<file path="src/rtl/control_unit.sv">
// Hardwired Moore control sequencer: fetch (T0..T2) then execute steps T3..T6
// chosen from the instruction opcode, with sticky halt on unsupported opcodes.
module control_unit #(
   parameter int OPW = 5,
   parameter int DW  = 32
) (
   input  logic           clk,
   input  logic           clr,
   input  logic [DW-1:0]  ir,
   input  logic           mem_ready,
   input  logic           stop,
   output logic           pc_out,
   output logic           zlo_out,
   output logic           zhi_out,
   output logic           mdr_out,
   output logic           mar_enable,
   output logic           pc_enable,
   output logic           mdr_enable,
   output logic           ir_enable,
   output logic           y_enable,
   output logic           z_enable,
   output logic           lo_enable,
   output logic           hi_enable,
   output logic           read,
   output logic           pc_increment,
   output logic           gra,
   output logic           grb,
   output logic           grc,
   output logic           r_in,
   output logic           r_out,
   output logic [OPW-1:0] op_code,
   output logic           run,
   output logic           illegal
);

   typedef enum logic [3:0] {RST, T0, T1, T1W, T2, T3, T4, T5, T6, HALT} state_t;

   localparam logic [OPW-1:0] OP_ADD  = OPW'(5'b00011);
   localparam logic [OPW-1:0] OP_SUB  = OPW'(5'b00100);
   localparam logic [OPW-1:0] OP_SHR  = OPW'(5'b00101);
   localparam logic [OPW-1:0] OP_SHRA = OPW'(5'b00110);
   localparam logic [OPW-1:0] OP_SHL  = OPW'(5'b00111);
   localparam logic [OPW-1:0] OP_ROR  = OPW'(5'b01000);
   localparam logic [OPW-1:0] OP_ROL  = OPW'(5'b01001);
   localparam logic [OPW-1:0] OP_AND  = OPW'(5'b01010);
   localparam logic [OPW-1:0] OP_OR   = OPW'(5'b01011);
   localparam logic [OPW-1:0] OP_MUL  = OPW'(5'b01111);
   localparam logic [OPW-1:0] OP_DIV  = OPW'(5'b10000);
   localparam logic [OPW-1:0] OP_NEG  = OPW'(5'b10001);
   localparam logic [OPW-1:0] OP_NOT  = OPW'(5'b10010);

   state_t         state;
   logic [OPW-1:0] opcode;
   logic           legal, is_muldiv, is_unary;
   logic           unused_ir;

   assign opcode    = ir[DW-1 -: OPW];
   assign unused_ir = ^ir[DW-OPW-1:0];
   assign is_muldiv = (opcode == OP_MUL) || (opcode == OP_DIV);
   assign is_unary  = (opcode == OP_NEG) || (opcode == OP_NOT);

   always_comb begin
      legal = 1'b0;
      case (opcode)
         OP_ADD, OP_SUB, OP_SHR, OP_SHRA, OP_SHL, OP_ROR, OP_ROL,
         OP_AND, OP_OR, OP_MUL, OP_DIV, OP_NEG, OP_NOT: legal = 1'b1;
         default: legal = 1'b0;
      endcase
   end

   always_ff @(posedge clk or negedge clr) begin
      if (!clr) begin
         state   <= RST;
         illegal <= 1'b0;
      end else begin
         case (state)
            RST:  state <= T0;
            T0:   state <= T1;
            T1:   state <= mem_ready ? T2 : T1W;
            T1W:  state <= mem_ready ? T2 : T1W;
            T2:   state <= T3;
            T3: begin
               if (legal) state <= T4;
               else begin
                  state   <= HALT;
                  illegal <= 1'b1;
               end
            end
            T4:   state <= T5;
            T5:   state <= is_muldiv ? T6 : (stop ? HALT : T0);
            T6:   state <= stop ? HALT : T0;
            HALT: state <= HALT;
            default: state <= HALT;
         endcase
      end
   end

   // Outputs follow the present state; T3..T5 also look at the opcode,
   // which is stable once IR has loaded in T2.
   always_comb begin
      pc_out       = 1'b0;
      zlo_out      = 1'b0;
      zhi_out      = 1'b0;
      mdr_out      = 1'b0;
      mar_enable   = 1'b0;
      pc_enable    = 1'b0;
      mdr_enable   = 1'b0;
      ir_enable    = 1'b0;
      y_enable     = 1'b0;
      z_enable     = 1'b0;
      lo_enable    = 1'b0;
      hi_enable    = 1'b0;
      read         = 1'b0;
      pc_increment = 1'b0;
      gra          = 1'b0;
      grb          = 1'b0;
      grc          = 1'b0;
      r_in         = 1'b0;
      r_out        = 1'b0;
      op_code      = '0;
      run          = 1'b0;
      case (state)
         T0: begin
            run          = 1'b1;
            pc_out       = 1'b1;
            mar_enable   = 1'b1;
            pc_increment = 1'b1;
            z_enable     = 1'b1;
            op_code      = OP_ADD;
         end
         T1: begin
            run        = 1'b1;
            zlo_out    = 1'b1;
            pc_enable  = 1'b1;
            read       = 1'b1;
            mdr_enable = 1'b1;
         end
         T1W: begin
            run        = 1'b1;
            read       = 1'b1;
            mdr_enable = 1'b1;
         end
         T2: begin
            run       = 1'b1;
            mdr_out   = 1'b1;
            ir_enable = 1'b1;
         end
         T3: begin
            run      = 1'b1;
            grb      = 1'b1;
            r_out    = 1'b1;
            y_enable = legal;
         end
         T4: begin
            run      = 1'b1;
            op_code  = opcode;
            z_enable = 1'b1;
            r_out    = 1'b1;
            grb      = is_unary;
            grc      = !is_unary;
         end
         T5: begin
            run       = 1'b1;
            zlo_out   = 1'b1;
            lo_enable = is_muldiv;
            gra       = !is_muldiv;
            r_in      = !is_muldiv;
         end
         T6: begin
            run       = 1'b1;
            zhi_out   = 1'b1;
            hi_enable = 1'b1;
         end
         default: ;
      endcase
   end

endmodule

</file>
<file path="config.mk">
export PLATFORM = sky130hd
export DESIGN_NAME = control_unit
export DESIGN_NICKNAME = d
export VERILOG_FILES = /design/src/rtl/control_unit.sv
export SDC_FILE = /design/constraint.sdc
export NUM_CORES = 1
export LEC_CHECK = 0
export ABC_AREA = 0
export BUFFER_PORTS_ARGS = -buffer_cell sky130_fd_sc_hd__buf_2
export CORE_UTILIZATION = 35
export CTS_BUF_LIST = sky130_fd_sc_hd__clkbuf_8
export DETAILED_ROUTE_END_ITERATION = 10
export HOLD_SLACK_MARGIN = 0.05
export MAX_ROUTING_LAYER = met4
export PLACE_DENSITY = 0.76
export SLEW_MARGIN = 10
export SYNTH_ARGS = -nofsm -noshare
export SYNTH_HDL_FRONTEND = slang
export SYNTH_SLANG_ARGS = --single-unit
export TNS_END_PERCENT = 10
</file>
<file path="constraint.sdc">
create_clock -name clk -period 4.1 [get_ports clk]
set_clock_uncertainty 0.15 [all_clocks]
set_input_delay 0.82 -clock clk [delete_from_list [all_inputs] [get_ports clk]]
set_output_delay 0.82 -clock clk [all_outputs]
set_load 0.01 [all_outputs]
</file>
==> reports/qor.csv, run 1 <==
stage;metric;value;unit
global_route;grt_overflow_total;0;
floorplanning;io_pins;62;
clock_tree;cts-resized-gates;0;
floorplanning;rows;14;
clock_tree;max-clock-path-buffers;2;
finish;syn_to_final_growth;28.8;%
drt;drtPass1Iterations;3;
worst_setup_path;r2r-start;state[3];
worst_setup_path;worst_path_max_delay_cell;dfrtp_1;
clock_tree;cts_sinks;5;
worst_setup_path;crit_path_start;state[1];
clock_tree;cts.reportedPaths.clkPinSlew;0.04;ns
timing;slew_viol_final;0;
placement;io_buffers;34;
worst_setup_path;slowest_delay;0.53;ns
logic_synthesis;ys_ff_latch;5;
floorplanning;coreArea;1540;um^2
timing;period_share;67.8;%
logic_synthesis;syn_nets;113;
timing;fmax;0.360;GHz
finish;layout_common_cells;34 x buf_2, 7 x nor3_1, 6 x nand2_1, 6 x nor2_1, 5 x dfrtp_1;
worst_setup_path;critical_path_class;flop to primary output;
clock_tree;cts_hold_buf;0;
worst_setup_path;endpoint;z_enable;
floorplanning;start_util;38.4;%
global_route;antenna_found_initial;0;
timing;worst_pin_slew;0.555;ns
finish;final_common_cell;buf_2;
logic_synthesis;ys_seq_area_share;21.1;%
logic_synthesis;ys_top_cells_by_area;dfrtp_1 21%, buf_4 7.6%, nor3_1 5.9%;
timing;setup_viol;0;
worst_setup_path;end_kind;primary output;
worst_setup_path;cp_max_fo;16;
power_and_ir_drop;p_per_area;461;nW/um^2
finish;drive_gt1_share;42.9;%
drt;vias;661;
global_route;grt_pass1_wl;2.21;mm
drt;ant_nets;0;
global_route;grt_max_degree;17;
worst_setup_path;r2r_slack;2.43;ns
run;maxCapViolations;0;
global_route;grt_use_total;15.9;%
placement;hpwl;1.12;mm
worst_setup_path;path_cells;nand2b_1 > nor3_1 > or2_2 > buf_2;
clock_tree;cts_buffers;3;
timing;finalHoldViolations;0;
floorplanning;dieArea;1860;um^2
timing;period_minus_slack;2.78;ns
drt;wire_per_inst;12.2;um
timing;slew_headroom;62.7;%
logic_synthesis;synth_top_area_share;21.1;%
logic_synthesis;syn_avg_cell_area;7.69;um^2
worst_setup_path;setup.worst_path.start_class;flop;
finish;final_core_util;49.4;%
clock_tree;clkLatencyLatePin;0.22;ns
outcome;outcome;finished clean;
worst_setup_path;cp.required;3.13;ns
finish;fill_cells;168;
drt;totalWireLength;1.47;mm
placement;place_congestion;0.777;
clock_tree;tritoncts;yes;
global_route;grt_pass1_vias;536;
drt;vias_per_cell;5.46;
timing;tns;0;ns
logic_synthesis;yosysWarningCount;0;
power_and_ir_drop;leakage;0.000430;uW
clock_tree;postCtsSetupBuffers;0;
hold_path;min_path_type;input port to async pin;
floorplanning;die_y;43.1;um
finish;diodes;0;
finish;final_nets;142;
worst_setup_path;worst_ep_arrival_time;1.81;ns
worst_setup_path;reg2regPathDepth;3;
logic_synthesis;synthDistinctLibCells;35;
logic_synthesis;synth_area_leader_cell;dfrtp_1;
floorplanning;die_width;43.1;um
clock_tree;htree_levels;1;
drt;drc;0;
clock_tree;cts-root-buf;clkbuf_8;
logic_synthesis;netlist_instances;77;
power_and_ir_drop;vdd_drop_max;0.272;mV
logic_synthesis;syn_area;592;um^2
drt;drt_iter0_markers;4;
timing;rsz0062_at_grt;false;
worst_setup_path;timing.rr.end;state[3];
-- worst min-delay path by stage --
stage | slack [ns] | to
2_1_floorplan | 0.35 | illegal
3_3_place_gp | 0.29 | illegal
3_5_place_dp | 0.30 | illegal
4_1_cts | 0.25 | illegal
5_1_grt | 0.26 | illegal
6_report | 0.25 | illegal
-- synth_stat cells --
cell and instances:
nor3_1 7, buf_4 6, nand2_1 6, nor2_1 6, dfrtp_1 5, buf_2 4
nand2b_1 4, a21oi_1 3, a21o_1 2, a21o_2 2, a31oi_1 2, and2_1 2
and3_1 2, inv_1 2, nor2b_1 2, nor3b_1 2, xor2_1 2, a211o_1 1
a211o_2 1, a22oi_1 1, a2bb2oi_1 1, and4_4 1, mux2i_1 1, nand3b_1 1
nand4_1 1, nor3b_2 1, nor4_1 1, o21a_1 1, o21ai_0 1, o221ai_1 1
o22a_2 1, o31ai_1 1, o41ai_2 1, or2_2 1, xnor2_1 1
-- cells by family after synthesis --
| group | Yosys count | synth area share, % |
|---|---|---|
| compound gates | 19 | 25.4 |
| xor+xnor | 3 | 4.44 |
| buf+inv | 12 | 12.3 |
| mux | 1 | 1.69 |
| simple gates | 37 | 35.1 |
| flops | 5 | 21.1 |
-- final cells by class --
cell class / count / area [um^2] / share of cell area, %
multi-input combinational: 60 / 394 / 51.7
timing repair buffer: 34 / 170 / 22.3
clock inverter: 1 / 3.75 / 0.493
sequential: 5 / 125 / 16.4
tap: 16 / 20.0 / 2.63
clock buffer: 3 / 41.3 / 5.42
inverter: 2 / 7.51 / 0.985
-- metal layers --
metal | track usage (%) | part of all wire [%] | up-vias
met5 | - | 0 | -
met4 | 7.88 | 1.1 | 0
met3 | 3.83 | 5.8 | 2
met2 | 23.9 | 49 | 18
met1 | 19.9 | 44 | 313
li1 | - | - | 328
-- state kept, by name, summed over array words and instances, names as in the netlist --
name	cells
illegal	1
state	4
-- where the power goes --
| part | switching [uW] | internal, uW |
|---|---|---|
| clock | 23.2 | 64.1 |
| sequential | 39.0 | 60.7 |
| combinational | 84.7 | 79.3 |
| total | 147 | 204 |
-- worst max-delay path: cells and delay by family, from the launching register on --
| kind | cells | cell delay (ns) |
|---|---|---|
| flip-flops | 1 | 0.53 |
| buffers and inverters | 1 | 0.12 |
| AND/OR/NAND/NOR | 3 | 0.93 |
-- through the flow --
step	hold slack (ns)	setup slack [ns]	cell area, um^2	cells	power [uW]
finish	0.254	1.32	762	121	351
global placement	0.290	1.38	717	117	256
floorplan	0.351	1.59	592	77	221
CTS	0.253	1.30	762	121	354
global route	0.262	1.22	762	121	372
detailed placement	0.301	1.38	717	117	264
No activity file was read; power rests on OpenSTA's default activity.
==> inputs of run 2 (changes only) <==
CORE_UTILIZATION = 32   (was 35)
PLACE_DENSITY = 0.73   (was 0.76)
clock period = 2.4 ns   (was 4.1 ns; I/O delays follow)
==> reports/qor.csv, run 2 (synthesis results as in run 1) <==
stage;metric;value;unit
outcome;outcome;finished clean;
finish;ff_latch_area;126;um^2
floorplanning;start_util;34.3;%
power_and_ir_drop;leakage;0.000447;uW
power_and_ir_drop;p_per_area;779;nW/um^2
power_and_ir_drop;total_power;629;uW
worst_setup_path;reg2regPathDepth;4;
worst_setup_path;r2r-start;state[0];
timing;setup_viol;0;
clock_tree;cts-root-buf;clkbuf_8;
clock_tree;tritoncts;yes;
power_and_ir_drop;power.switching;258;uW
finish;fill_cells;191;
finish;drive_gt1_share;45.0;%
finish;syn_to_final_growth;36.4;%
power_and_ir_drop;vdd_drop_max;0.501;mV
drt;drtPass1Iterations;4;
placement;place_congestion;0.850;
timing;period_minus_slack;2.24;ns
worst_setup_path;worst_ep_arrival_time;1.61;ns
timing;period_share;93.5;%
global_route;grt_pass1_vias;582;
timing;rsz0062_at_grt;false;
floorplanning;dieArea;2030;um^2
timing;slew_viol_final;0;
worst_setup_path;cp.required;1.77;ns
power_and_ir_drop;p_seq_share;21.9;%
drt;ant_nets;0;
run;maxCapViolations;0;
worst_setup_path;cp_max_fo;11;
power_and_ir_drop;p_int;371;uW
finish;fin_area;807;um^2
clock_tree;postCtsSetupBuffers;0;
drt;drt_iter0_markers;13;
power_and_ir_drop;combPwrFrac;53.3;%
timing;finalHoldViolations;0;
worst_setup_path;crit_path_start;state[0];
placement;io_buffers;34;
hold_path;min_path_type;flop to flop;
drt;wire_per_inst;11.7;um
floorplanning;io_pins;62;
drt;vias_per_cell;5.10;
drt;vias;683;
clock_tree;max-clock-path-buffers;2;
worst_setup_path;critical_path_class;flop to primary output;
placement;placed_area;751;um^2
finish;diodes;0;
clock_tree;cts_buffers;3;
worst_setup_path;endpoint;pc_out;
floorplanning;die_width;45.0;um
timing;tns;0;ns
worst_setup_path;timing.rr.end;state[1];
placement;hpwl;1.16;mm
clock_tree;cts_sinks;5;
drt;totalWireLength;1.56;mm
clock_tree;cts.reportedPaths.clkPinSlew;0.03;ns
drt;drc;0;
timing;slew_headroom;72.0;%
finish;final_nets;146;
clock_tree;htree_levels;1;
global_route;grt_max_degree;16;
power_and_ir_drop;clkPwrFrac;24.8;%
finish;layout_common_cells;34 x buf_2, 7 x nor3_1, 6 x nand2_1, 6 x nor2_1;
global_route;grt_overflow_total;0;
worst_setup_path;setup.worst_path.start_class;flop;
worst_setup_path;r2r_slack;0.92;ns
timing;fmax;0.446;GHz
finish;final_common_cell;buf_2;
timing;worst_pin_slew;0.417;ns
clock_tree;clkLatencyLatePin;0.23;ns
global_route;antenna_found_initial;0;
power_and_ir_drop;sw_frac_of_total;41.0;%
finish;biggestRegsByFlops;state (4), illegal (1);
floorplanning;rows;15;
finish;regMostFlops;state;
global_route;grt_use_total;16.8;%
global_route;grt_pass1_wl;2.42;mm
finish;largest_reg_flops;4;
finish;multi_input_area;394;um^2
floorplanning;coreArea;1730;um^2
worst_setup_path;end_kind;primary output;
floorplanning;die_y;45.0;um
==> run 2: cell count changes in the layout (fill, tap and decap cells not counted) <==
cell / delta
dfrtp_2: +1
buf_4: +3
dfrtp_1: -1
dlygate4sd3_1: +1
==> run 2: how the worst min path moves through the flow <==
stage | cells past startpoint | end | startpoint | slack [ns]
floorplan | 0 | illegal | clr | 0.03
global placement | 1 | state[0] | clr | 0.15
detailed placement | 1 | illegal | clr | 0.15
CTS | 1 | illegal | illegal | 0.31
global route | 1 | illegal | illegal | 0.32
finish | 1 | illegal | illegal | 0.31
==> run 2: cell type report <==
class / count / area share (%)
Clock buffer: 3 / 5.12
Tap cell: 25 / 3.88
Timing Repair Buffer: 38 / 25.1
Clock inverter: 1 / 0.465
Inverter: 2 / 0.930
Multi-Input combinational cell: 60 / 48.8
Sequential cell: 5 / 15.7
==> run 2: power by group through the flow <==
stage	registers (uW)	logic (uW)	clock network, uW
2_1_floorplan	122	255	0
3_3_place_gp	137	324	0
3_5_place_dp	137	332	0
4_1_cts	137	335	159
5_1_grt	143	369	161
6_report	138	335	156
==> run 2: worst max-delay path: stages (launching register included) <==
cell	delay [ns]
dfrtp_1	0.55
nand2b_1	0.17
nor3_1	0.36
buf_4	0.19
buf_2	0.12
==> run 2: per-stage QoR <==
step	std cells	hold WS, ns	worst slack (ns)	utilization [%]
finish	134	0.311	0.157	46.7
global route	134	0.319	0.00975	46.7
CTS	134	0.312	0.133	46.7
detailed placement	129	0.149	0.363	43.5
global placement	129	0.150	0.360	43.5
floorplan	77	0.0344	0.423	-
==> run 2: repair_timing <==
item	CTS	global route
hold buffers	1	0
setup endpoints to repair	0	1
hold endpoints to repair	5	0
gates resized for setup	0	1
==> run 2: layer usage <==
layer  GRT usage, %  routed length (um)
met1           21.2                 727
met2           25.5                 706
met5              -                   0
met4           7.88                  13
met3           3.60                 114
